===== src/rtl/uart_rx_loader.sv =====
// UART receiver that loads good bytes into a 64x8 RAM with a ROM-style registered read port.
// Define UART_RX_PARITY_EN for 8E1 frames with an even-parity check; the default build is 8N1.
//
// state       | meaning
// ------------+---------------------------------------------------------------
// S_IDLE      | line idle, waiting for a low level on the synchronized rx
// S_START     | half a bit into the start bit; a high level here is a glitch
// S_DATA      | sampling 8 data bits at mid-bit, LSB first
// S_PARITY    | sampling the even-parity bit (UART_RX_PARITY_EN only)
// S_STOP      | sampling the stop bit; the byte is committed or flagged here
// S_WAIT_HIGH | framing error or break seen, waiting for the line to go high

module uart_rx_loader #(
    parameter int CLKS_PER_BIT = 434
) (
    input  logic       clk,
    input  logic       rst_n,
    input  logic       rx,
    input  logic       clr,
    input  logic [5:0] rd_addr,
    output logic [7:0] q,
    output logic [5:0] wr_addr,
    output logic       byte_valid,
    output logic [7:0] byte_data,
    output logic       frame_err,
    output logic       parity_err
);

    localparam int CW = $clog2(CLKS_PER_BIT);
    localparam logic [CW-1:0] HALF_LOAD = CW'(CLKS_PER_BIT / 2 - 1);
    localparam logic [CW-1:0] BIT_LOAD  = CW'(CLKS_PER_BIT - 1);

    typedef enum logic [2:0] {
        S_IDLE      = 3'd0,
        S_START     = 3'd1,
        S_DATA      = 3'd2,
        S_STOP      = 3'd3,
        S_WAIT_HIGH = 3'd4
`ifdef UART_RX_PARITY_EN
        , S_PARITY  = 3'd5
`endif
    } state_t;

    state_t          state_q, state_d;
    logic [CW-1:0]   cnt_q, cnt_d;
    logic [2:0]      idx_q, idx_d;
    logic [7:0]      sh_q, sh_d;
    logic            rx_meta, rxs;
    logic            tick;
    logic            stop_ok;
    logic            frame_hit;
    logic            par_bad;
    logic            commit;
    logic [7:0]      mem [0:63];

`ifdef UART_RX_PARITY_EN
    logic            perr_q, perr_d;
    logic            par_hit;
    assign par_bad = perr_q;
`else
    assign par_bad = 1'b0;
`endif

    always_ff @(posedge clk or negedge rst_n) begin
        if (!rst_n) begin
            rx_meta <= 1'b1;
            rxs     <= 1'b1;
        end else begin
            rx_meta <= rx;
            rxs     <= rx_meta;
        end
    end

    assign tick = (cnt_q == '0);

    always_ff @(posedge clk or negedge rst_n) begin
        if (!rst_n) begin
            state_q <= S_IDLE;
            cnt_q   <= '0;
            idx_q   <= '0;
            sh_q    <= '0;
`ifdef UART_RX_PARITY_EN
            perr_q  <= 1'b0;
`endif
        end else begin
            state_q <= state_d;
            cnt_q   <= cnt_d;
            idx_q   <= idx_d;
            sh_q    <= sh_d;
`ifdef UART_RX_PARITY_EN
            perr_q  <= perr_d;
`endif
        end
    end

    always_comb begin
        state_d   = state_q;
        cnt_d     = cnt_q;
        idx_d     = idx_q;
        sh_d      = sh_q;
        stop_ok   = 1'b0;
        frame_hit = 1'b0;
`ifdef UART_RX_PARITY_EN
        perr_d    = perr_q;
        par_hit   = 1'b0;
`endif
        case (state_q)
            S_IDLE: begin
                if (!rxs) begin
                    state_d = S_START;
                    cnt_d   = HALF_LOAD;
                end
            end
            S_START: begin
                if (tick) begin
                    if (rxs) begin
                        state_d = S_IDLE;
                    end else begin
                        state_d = S_DATA;
                        idx_d   = 3'd0;
                        cnt_d   = BIT_LOAD;
`ifdef UART_RX_PARITY_EN
                        perr_d  = 1'b0;
`endif
                    end
                end else begin
                    cnt_d = cnt_q - 1'b1;
                end
            end
            S_DATA: begin
                if (tick) begin
                    sh_d  = {rxs, sh_q[7:1]};
                    cnt_d = BIT_LOAD;
                    idx_d = idx_q + 3'd1;
                    if (idx_q == 3'd7) begin
`ifdef UART_RX_PARITY_EN
                        state_d = S_PARITY;
`else
                        state_d = S_STOP;
`endif
                    end
                end else begin
                    cnt_d = cnt_q - 1'b1;
                end
            end
`ifdef UART_RX_PARITY_EN
            S_PARITY: begin
                if (tick) begin
                    // odd number of ones across data + parity bit means mismatch
                    perr_d  = ^{sh_q, rxs};
                    cnt_d   = BIT_LOAD;
                    state_d = S_STOP;
                end else begin
                    cnt_d = cnt_q - 1'b1;
                end
            end
`endif
            S_STOP: begin
                if (tick) begin
                    state_d   = rxs ? S_IDLE : S_WAIT_HIGH;
                    frame_hit = ~rxs;
                    stop_ok   = rxs & ~par_bad;
`ifdef UART_RX_PARITY_EN
                    par_hit   = perr_q;
`endif
                end else begin
                    cnt_d = cnt_q - 1'b1;
                end
            end
            S_WAIT_HIGH: begin
                if (rxs) begin
                    state_d = S_IDLE;
                end
            end
            default: begin
                state_d = S_IDLE;
            end
        endcase
    end

    // clr takes priority over a commit landing in the same cycle
    assign commit = stop_ok & ~clr;

    always_ff @(posedge clk or negedge rst_n) begin
        if (!rst_n) begin
            wr_addr    <= '0;
            byte_valid <= 1'b0;
            byte_data  <= '0;
            frame_err  <= 1'b0;
            q          <= '0;
        end else begin
            if (clr) begin
                wr_addr <= '0;
            end else if (stop_ok) begin
                wr_addr <= wr_addr + 6'd1;
            end
            byte_valid <= commit;
            if (commit) begin
                byte_data <= sh_q;
            end
            frame_err <= frame_hit;
            q         <= mem[rd_addr];
        end
    end

`ifdef UART_RX_PARITY_EN
    always_ff @(posedge clk or negedge rst_n) begin
        if (!rst_n) begin
            parity_err <= 1'b0;
        end else begin
            parity_err <= par_hit;
        end
    end
`else
    assign parity_err = 1'b0;
`endif

    always_ff @(posedge clk) begin
        if (commit) begin
            mem[wr_addr] <= sh_q;
        end
    end

endmodule


===== config.mk =====
export PLATFORM = sky130hd
export DESIGN_NAME = uart_rx_loader
export DESIGN_NICKNAME = d
export VERILOG_FILES = /design/src/rtl/uart_rx_loader.sv
export SDC_FILE = /design/constraint.sdc
export NUM_CORES = 1
export LEC_CHECK = 0
export CAP_MARGIN = 20
export CORE_MARGIN = 2
export CORE_UTILIZATION = 30
export DETAILED_ROUTE_END_ITERATION = 12
export PLACE_DENSITY_LB_ADDON = 0.15
export SETUP_SLACK_MARGIN = 0.3
export SYNTH_ARGS = -nofsm -noshare
export SYNTH_HDL_FRONTEND = slang
export SYNTH_SLANG_ARGS = --single-unit

===== constraint.sdc =====
create_clock -name clk -period 2.96 [get_ports clk]
set_input_delay 0.592 -clock clk [delete_from_list [all_inputs] [get_ports clk]]
set_output_delay 0.592 -clock clk [all_outputs]
set_load 0.01 [all_outputs]

==> impl_metrics.tcl <==
set metrics [dict create \
    stdcell_count 2307 \
    ant_nets 0 \
    routed_wl_um 56100 \
    synth_nets 1138 \
    max_freq_mhz 391 \
    path_cells "clkdlybuf4s50_1" \
    synth_top_area_cell "edfxtp_1" \
    cp.required_ns 2.37 \
    grt_util_all_layers_pct 15.1 \
    synthArstFlopShare_pct 8.73 \
    whs_ns 0.355 \
    final_cell_mix "edfxtp_1 (512), mux4_2 (128), buf_4 (112)" \
    grt-ovfl-total 0 \
    rows 99 \
    p_total_mw 16.4 \
    power_leakage_nw 10.3 \
    synthesis.area_sq_mm 0.0222 \
    fin_area_sq_mm 0.0267 \
    dp.cells 2186 \
    crit_arrival_ns 1.97 \
    worstMarginPinSlew_ns 0.867 \
    timing.rr.start "cnt_q[1]" \
    cts_num_sinks 561 \
    first_pass_iters 5 \
    cpLargestDelayFamily "buffers and inverters" \
    synth_edf_count 512 \
    clk_latency_ns 0.64 \
    seqCellArea_sq_mm 0.0166 \
    initial_utilization_pct 30.3 \
    clockBufferDepth 3 \
    slew_headroom_pct 42.2 \
    min_to "rxs" \
    dp_hpwl_um 37200 \
    place_ws_ns 0.0780 \
    avgViaCountPerCell 4.83 \
    final.fill_count 6812 \
    synth_top_area_share_pct 69.4 \
    slew_violations 0 \
    synth_cells 1123 \
    clkTransAtPathRegs_ns 0.06 \
    grt_pass1_vias 11800 \
    start_kind "flip-flop" \
    max_cap_violations 0 \
    seq_area_frac_synth_pct 74.9 \
    yosysWarningCount 0 \
    max-vdd-ir-drop_v 0.000524 \
    drt-initial-drc-count 805 \
    io_buffers 33 \
    numCtsBuffers 60 \
    critPathCaptureType "output port" \
    cts_tree "yes" \
    core_area_sq_mm 0.0731 \
    crit_type "reg2out" \
    worstReg2RegEnd "mem[58][3]" \
    hold_path.class "reg2reg" \
    syn_area_per_cell_sq_um 19.7 \
    area_growth_syn_to_layout_pct 20.7 \
    min_from "rx_meta" \
    r2r_slack_ns 0.41 \
    crit_fanout 11 \
    die_y_um 276 \
    setup_tns_ns 0 \
    grt_antenna_before_repair 1 \
    die_area_sq_mm 0.0761 \
    final_nets 1314 \
    grt_setup_unrepaired "true" \
    wl_per_cell_um 24.3 \
    gp_congestion 0.799 \
    synthTopCellsByArea "edfxtp_1 (69%), mux4_2 (13%), dfrtp_1 (5.3%)" \
    die_x_um 276 \
    drc 0 \
    synth_seq_cells 561 \
    placed_area_sq_mm 0.0246 \
    num_io_pins 35 \
    r2r_cells 10 \
    hold_depth 0 \
    fin_ws_ns 0.401 \
    setup_viol 0 \
    num_vias 11100 \
    grt_max_degree 57 \
    cpPeakStageDelay_ns 0.69 \
    layout_min_cycle_time_ns 2.56 \
    grt_first_pass_wirelength_um 82700 \
    multi_input_area_sq_mm 0.00522 \
    antenna_cells 0 \
    drive_above_1_share_pct 31.6 \
    h-tree-depth 2 \
    layout.cells.most_common "edfxtp_1" \
    hold_viol 0 \
    status "completed" \
    cts.root.buffer_cell "clkbuf_16" \
    power-per-cell-area_mw_per_mm2 613 \
    period_share_pct 86.5 \
    finClkSkew_ns 0.0175 \
    cp_num_buf_inv 1 \
    crit_slowest_cell "clkdlybuf4s50_1" \
    synth_top_flop_cell "edfxtp_1" \
    post_synth_num_cell_types 58 \
    fin_util_pct 36.6 \
]
cells in the mapped netlist, types with 14 or more instances:
cell type  instances
edfxtp_1         512
mux4_2           128
nor2_1           103
dfrtp_1           47
clkbuf_1          30
nand2_1           28
o22ai_1           26
mux2_2            21
o21ai_0           16
a21oi_1           15
a22oi_1           14
nor3_1            14
cell type report:
type	count	share of cell area, %
clock inverters	41	1.41
repair buffers	182	6.54
flip-flops and latches	561	62.1
multi-input cells	489	19.5
inverters	5	0.0702
clock buffers	70	5.83
well taps	959	4.49
power breakdown:
| part | leakage [nW] | internal (mW) | total, mW | switching [mW] |
|---|---|---|---|---|
| sequential | 6.60 | 8.54 | 8.55 | 0.0169 |
| clock | 0.948 | 4.28 | 7.39 | 3.11 |
| combinational | 2.71 | 0.196 | 0.451 | 0.255 |
how the worst max path moves through the flow:
stage | start | to | slack [ns] | depth (start not counted)
finish | wr_addr[2] | wr_addr[2] | 0.40 | 1
global route | cnt_q[0] | mem[3][0] | 0.28 | 10
CTS | cnt_q[1] | mem[58][4] | 0.27 | 10
detailed placement | rd_addr[0] | q[2] | 0.08 | 7
global placement | rd_addr[0] | q[2] | 0.06 | 7
floorplan | cnt_q[0] | mem[59][0] | 0.40 | 8
timing repair:
item	in CTS	in global routing
hold buffers	1	0
endpoints found under the setup margin	286	434
resized for setup	4	22
pin swaps	2	2
setup buffers	8	1
hold endpoints to repair	18	0
metal layers:
layer,GRT usage [%],routed length (um)
met4,4.07,1040
met5,0,0
met1,21.1,25700
met3,2.17,2220
met2,24.6,27100
flip-flops by register name, indices dropped and copies added (netlist names):
signal / flops
byte_data: 8
mem: 512
cnt_q: 9
state_q: 3
byte_valid: 1
rx_meta: 1
rxs: 1
q: 8
frame_err: 1
sh_q: 8
wr_addr: 6
idx_q: 3
cells by family after synthesis:
family,share of synthesized area (%)
other,0.0169
XOR/XNOR,0.237
adder cells (fa/ha/maj),0.282
buffers and inverters,1.65
flip-flops,74.9
AND/OR/NAND/NOR,4.93
multiplexers,14.6
AO/OA/AOI/OAI,3.35
No activity file was read; power rests on OpenSTA's default activity.
==> edit 1 (same flow settings) <==
Add an input register stage for `rx`, `clr` and `rd_addr`, without a reset; this delays them by one clock. Comments in the files are not updated.
--- a/src/rtl/uart_rx_loader.sv
+++ b/src/rtl/uart_rx_loader.sv
@@ -42,4 +42,14 @@
     } state_t;
 
+    logic rx_q;
+    logic clr_q;
+    logic [5:0] rd_addr_q;
+
+    always_ff @(posedge clk) begin
+        rx_q      <= rx;
+        clr_q     <= clr;
+        rd_addr_q <= rd_addr;
+    end
+
     state_t          state_q, state_d;
     logic [CW-1:0]   cnt_q, cnt_d;
@@ -67,5 +77,5 @@
             rxs     <= 1'b1;
         end else begin
-            rx_meta <= rx;
+            rx_meta <= rx_q;
             rxs     <= rx_meta;
         end
@@ -180,5 +190,5 @@
 
     // clr takes priority over a commit landing in the same cycle
-    assign commit = stop_ok & ~clr;
+    assign commit = stop_ok & ~clr_q;
 
     always_ff @(posedge clk or negedge rst_n) begin
@@ -190,5 +200,5 @@
             q          <= '0;
         end else begin
-            if (clr) begin
+            if (clr_q) begin
                 wr_addr <= '0;
             end else if (stop_ok) begin
@@ -200,5 +210,5 @@
             end
             frame_err <= frame_hit;
-            q         <= mem[rd_addr];
+            q         <= mem[rd_addr_q];
         end
     end
Function: same outputs for any inputs over 10 cycles, from zero or initial values and one cycle with rst_n low; that may be too few to reach the edited logic, so the function may still have changed.
==> edit 1 against the original RTL <==
Critical path depth grew 5; sequential cell count up 8; area after synthesis up 1.5%; clock power is 11% higher; power is 5.2% higher; largest power group unchanged; worst setup slack improved by 0.029 ns; wire length up 3.4%; final area grew 1.0%.
==> edit 1: results (changes against the original RTL) <==
| Result | Reported | Unit | vs unedited |
|:---|:---|:---|:---|
| Max-slew headroom at the worst pin | 0.410 | - | -0.0120 |
| Data arrival at the endpoint of the critical path | 2.82 | ns | +0.85 ns |
| Status | finished clean | - |  |
| GR Util All Layers | 0.153 | - | +0.00256 |
| Vias in the first global route | 12.0k | - | +2.2% |
| Reg-to-reg slack, setup | 0.43 | ns | +0.02 ns |
| HPWL reported at the end of detailed placement | 36800 | µm | -1.2% |
| Portion of the post-synthesis area used by sequential elements | 0.745 | - | -0.00388 |
| Mean cell area of the mapped netlist | 20.0 | µm² | +1.2% |
| Maximum number of pins on one net before global-route repair | 68 | - | +19% |
| Synthesized net count | 1141 | - | +0.26% |
| Static leakage | 7.44 | nW | -27% |
| Number of instances on the worst hold path | 0 | - | unchanged |
| Largest delay share family, worst path | simple AND/OR/NAND/NOR gates | - |  |
| Post-layout nets | 1297 | - | -1.3% |
| Worst voltage drop across the vdd grid | 0.000345 | V | -34% |
| Post-DP Area | 24800 | µm² | +0.73% |
| Post-placement worst setup slack | 0.262 | ns | +0.184 ns |
| Total number of vias | 11.3k | - | +1.5% |
| RR Endpoint | mem[23][7] | - |  |
| Fraction of layout instances using a drive strength above 1 | 0.307 | - | -0.00868 |
| Dpl cells | 2181 | - | -0.23% |
| Synth cell count leaders | 512 x edfxtp_1, 127 x mux4_2, 57 x nor2_1 | - |  |
| CTS Buf Count | 66 | - | +10% |
| Buffer type at the clock tree root | clkbuf_16 | - |  |
| Cell count of the worst reg-to-reg path | 6 | - | -4 |
| Startpoint of the worst register-to-register path | cnt_q[0] | - |  |
| Launch point of the worst hold path | rx_q | - |  |
| Slowest Stage Delay on Critical Path | 0.74 | ns | +0.05 ns |
| Registers with the highest flip-flop counts | mem (512), cnt_q (9) | - |  |
| Number of design-rule violations left by the first detailed-router iteration | 981 | - | +22% |
| Hold Path Sink | rx_meta | - |  |
| Max stage delay cell, worst path | or3_1 | - |  |
| Wire length of the first global-routing pass | 85500 | µm | +3.4% |
| Timing-limited maximum frequency | 395 | MHz | +1.1% |
| Total number of H-tree levels | 3 | - | +1 |
| Post-synth cell types | 68 | - | +17% |
| DRT Wirelength | 58000 | µm | +3.4% |
| Clock latency on the worst-skew pair | 0.60 | ns | -0.04 ns |
| Setup clock skew after layout | 0.0187 | ns | +0.00115 ns |
| Top area cells in the synthesized netlist | edfxtp_1 68%, mux4_2 13%, dfrtp_1 5.2%, mux2_2 1.4%, mux2i_1 1.0% | - |  |
| Post-synth ARST share | 0.0861 | - | -0.00123 |
| Via density per instance | 4.91 | - | +1.7% |
| Final Wtd Congestion | 0.785 | - | -1.6% |
| Smallest hold slack | 0.313 | ns | -0.0417 ns |
| Count of flip-flops with a built-in enable after synthesis | 512 | - | unchanged |
[edit 1: logic make-up (layout without fill, tap and decap cells)]
| kind of cell | after synthesis | in the layout | synth area share |
|---|---|---|---|
| simple gates | 164 | 164 | 0.0399 |
| compound gates | 119 | 119 | 0.0386 |
| buf+inv | 82 | 290 | 0.0169 |
| mux | 184 | 184 | 0.156 |
| xor+xnor | 2 | 2 | 0.000779 |
| flops | 569 | 569 | 0.745 |
| fa+ha+maj | 5 | 5 | 0.00278 |
| other cells | 1 | 1 | 0.000167 |
[edit 1: how the worst max path moves through the flow]
stage,to,cells past startpoint
after CTS,mem[44][1],6
final,mem[23][7],6
after detailed placement,mem[44][2],7
after global routing,mem[44][1],7
after global placement,mem[11][5],6
after floorplan,mem[19][0],7
[edit 1: routing by layer]
| layer | global-route usage | wire length [µm] | up-vias |
|---|---|---|---|
| met2 | 0.246 | 27600 | 241 |
| met3 | 0.0248 | 2310 | 76 |
| met4 | 0.0475 | 1210 | 0 |
| met5 | 0 | 0 | - |
| li1 | - | - | 4985 |
| met1 | 0.214 | 26900 | 6006 |
[edit 1: report_power, final]
group	switching, mW	leakage [nW]	total, mW	internal, mW
clock	3.17	1.08	8.20	5.03
combinational	0.183	2.16	0.342	0.160
sequential	0.0519	4.21	8.70	8.65
total	3.41	7.44	17.2	13.8
[edit 1: final cells by class]
type	count	area (µm²)
fillers	6950	47300
flip-flops and latches	569	16800
multi-input cells	475	5370
clock buffers	88	1900
repair buffers	154	1370
well taps	969	1210
clock inverters	32	298
inverters	16	60.1
[edit 1: timing repair]
item | in CTS | in global routing
hold buffers | 1 | 0
gates resized for setup | 5 | 1
setup endpoints to repair | 92 | 98
hold endpoints to repair | 9 | 0
pin swaps | 0 | 1
setup buffers | 0 | 1
==> edit 2 (same flow settings) <==
Without the edit above. The option `UART_RX_PARITY_EN` is turned on by a define.
--- a/src/rtl/uart_rx_loader.sv
+++ b/src/rtl/uart_rx_loader.sv
@@ -10,4 +10,6 @@
 // S_STOP      | sampling the stop bit; the byte is committed or flagged here
 // S_WAIT_HIGH | framing error or break seen, waiting for the line to go high
+
+`define UART_RX_PARITY_EN
 
 module uart_rx_loader #(
Formal check against the unedited RTL: same outputs for any inputs over 10 cycles, from zero or initial values and one cycle with rst_n low; that may be too few to reach the edited logic, so the function may still have changed.
==> edit 2 against the original RTL <==
Register-to-register slack better by 0.04 ns; largest cell class unchanged; critical path type is now input pin to flop; sequential cell count grew 2; area after synthesis is 1.0% higher; first-iteration DRC count grew 5.3%; combinational power is 2% higher; final area grew 1.1%; wire length rose by 1.1%; sequential power about the same; power rose by 4.4%; worst setup slack got worse by 0.039 ns; critical endpoint is now q[2].
==> edit 2: results (changes against the original RTL) <==
| Result | Reported | Unit | vs unedited |
|:---|:---|:---|:---|
| CTS Buf Count | 61 | - | +1.7% |
| Number of design-rule violations left by the first detailed-router iteration | 848 | - | +5.3% |
| CP Max Fanout | 31 | - | +20 |
| Met1 Wirelength | 26200 | µm | +1.8% |
| Total number of vias | 11.4k | - | +2.2% |
| Post-synth cell types | 64 | - | +10% |
| Cell internal power dissipation | 13.7 | mW | +5.4% |
| DRT Wirelength | 56700 | µm | +1.1% |
| Final Wtd Congestion | 0.773 | - | -3.1% |
| Storage cell area | 16700 | µm² | +0.30% |
| Status | finished clean | - |  |
| Setup clock skew after layout | 0.0281 | ns | +0.0106 ns |
| Portion of the post-synthesis area used by sequential elements | 0.744 | - | -0.00530 |
| Crit path capture | q[2] | - |  |
| GRT met1 Usage | 0.209 | - | -0.00212 |
| Wire length of the first global-routing pass | 84300 | µm | +2.0% |
| Worst voltage drop across the vdd grid | 0.000470 | V | -10% |
| Post-DP Area | 24800 | µm² | +0.90% |
| Post-placement worst setup slack | -0.299 | ns | -0.377 ns |
| Startpoint of the worst register-to-register path | cnt_q[0] | - |  |
| Static leakage | 10.2 | nW | -0.17% |
| Cell count of the worst reg-to-reg path | 8 | - | -2 |
| Synth cell count leaders | 512 x edfxtp_1, 128 x mux4_2, 87 x nor2_1 | - |  |
| Filler Cells Inserted | 6825 | - | +0.19% |
| Met2 global-route usage | 0.240 | - | -0.00531 |
| Top area cells in the synthesized netlist | edfxtp_1 69%, mux4_2 13%, dfrtp_1 5.5%, nor2_1 1.5%, mux2_2 0.91% | - |  |
| Share of power burned in the clock network | 0.472 | - | +0.021 |
| WL met2 | 26700 | µm | -1.5% |
| GR Util All Layers | 0.150 | - | -0.00108 |
| Setup WS post-layout | 0.361 | ns | -0.0395 ns |
| Routed length per instance | 24.2 | µm | -0.50% |
| Maximum number of pins on one net before global-route repair | 68 | - | +19% |
| Flop+latch power | 8.58 | mW | about the same |
| Mean cell area of the mapped netlist | 19.5 | µm² | -1.2% |
| Critical path origin | rd_addr[0] | - |  |
## edit 2: cell types whose count changed after synthesis, moves of 5 or more
cell / before / now
nor2_1: 103 / 87
o22ai_1: 26 / 14
a22oi_1: 14 / 4
xnor2_1: 0 / 10
nand3_1: 8 / 17
mux2i_1: 12 / 20
nor2b_1: 8 / 16
a21oi_1: 15 / 22
a221oi_1: 0 / 7
nand2_1: 28 / 23
nor4_1: 1 / 6
## edit 2: how the worst min path moves through the flow
| stage | cells past startpoint | endpoint | slack, ns |
|---|---|---|---|
| after floorplan | 0 | byte_data[0] | 0.30 |
| after global placement | 0 | rxs | 0.35 |
| after detailed placement | 0 | rxs | 0.35 |
| after CTS | 1 | rx_meta | 0.34 |
| after global routing | 1 | rx_meta | 0.36 |
| final | 0 | rxs | 0.36 |
## edit 2: final cells by class
cell class	instances	area share
timing repair buffer	181	0.0590
clock buffer	78	0.0608
clock inverter	37	0.0183
tap	969	0.0449
multi-input combinational	511	0.200
sequential	563	0.617
inverter	5	0.000695
## edit 2: timing repair
| item | 4_1_cts | 5_1_grt |
|---|---|---|
| hold buffers | 1 | 0 |
| setup buffers | 0 | 1 |
| setup endpoints to repair | 177 | 387 |
| gates resized for setup | 3 | 8 |
| hold endpoints to repair | 22 | 0 |
## edit 2: critical path: stages
cell       delay (ns)
clkbuf_8         0.40
mux4_2           0.59
nor2b_1          0.15
a2111oi_0        0.85
buf_4            0.25
nor3_1           0.06
a22o_1           0.20
## edit 2: cells by family (layout without fill, tap and decap cells)
kind of cell	after synthesis	after routing	share of synthesized area
fa+ha+maj	4	4	0.00224
mux	166	166	0.147
simple gates	217	217	0.0500
xor+xnor	12	12	0.00469
compound gates	112	112	0.0344
buf+inv	74	301	0.0181
flops	563	563	0.744
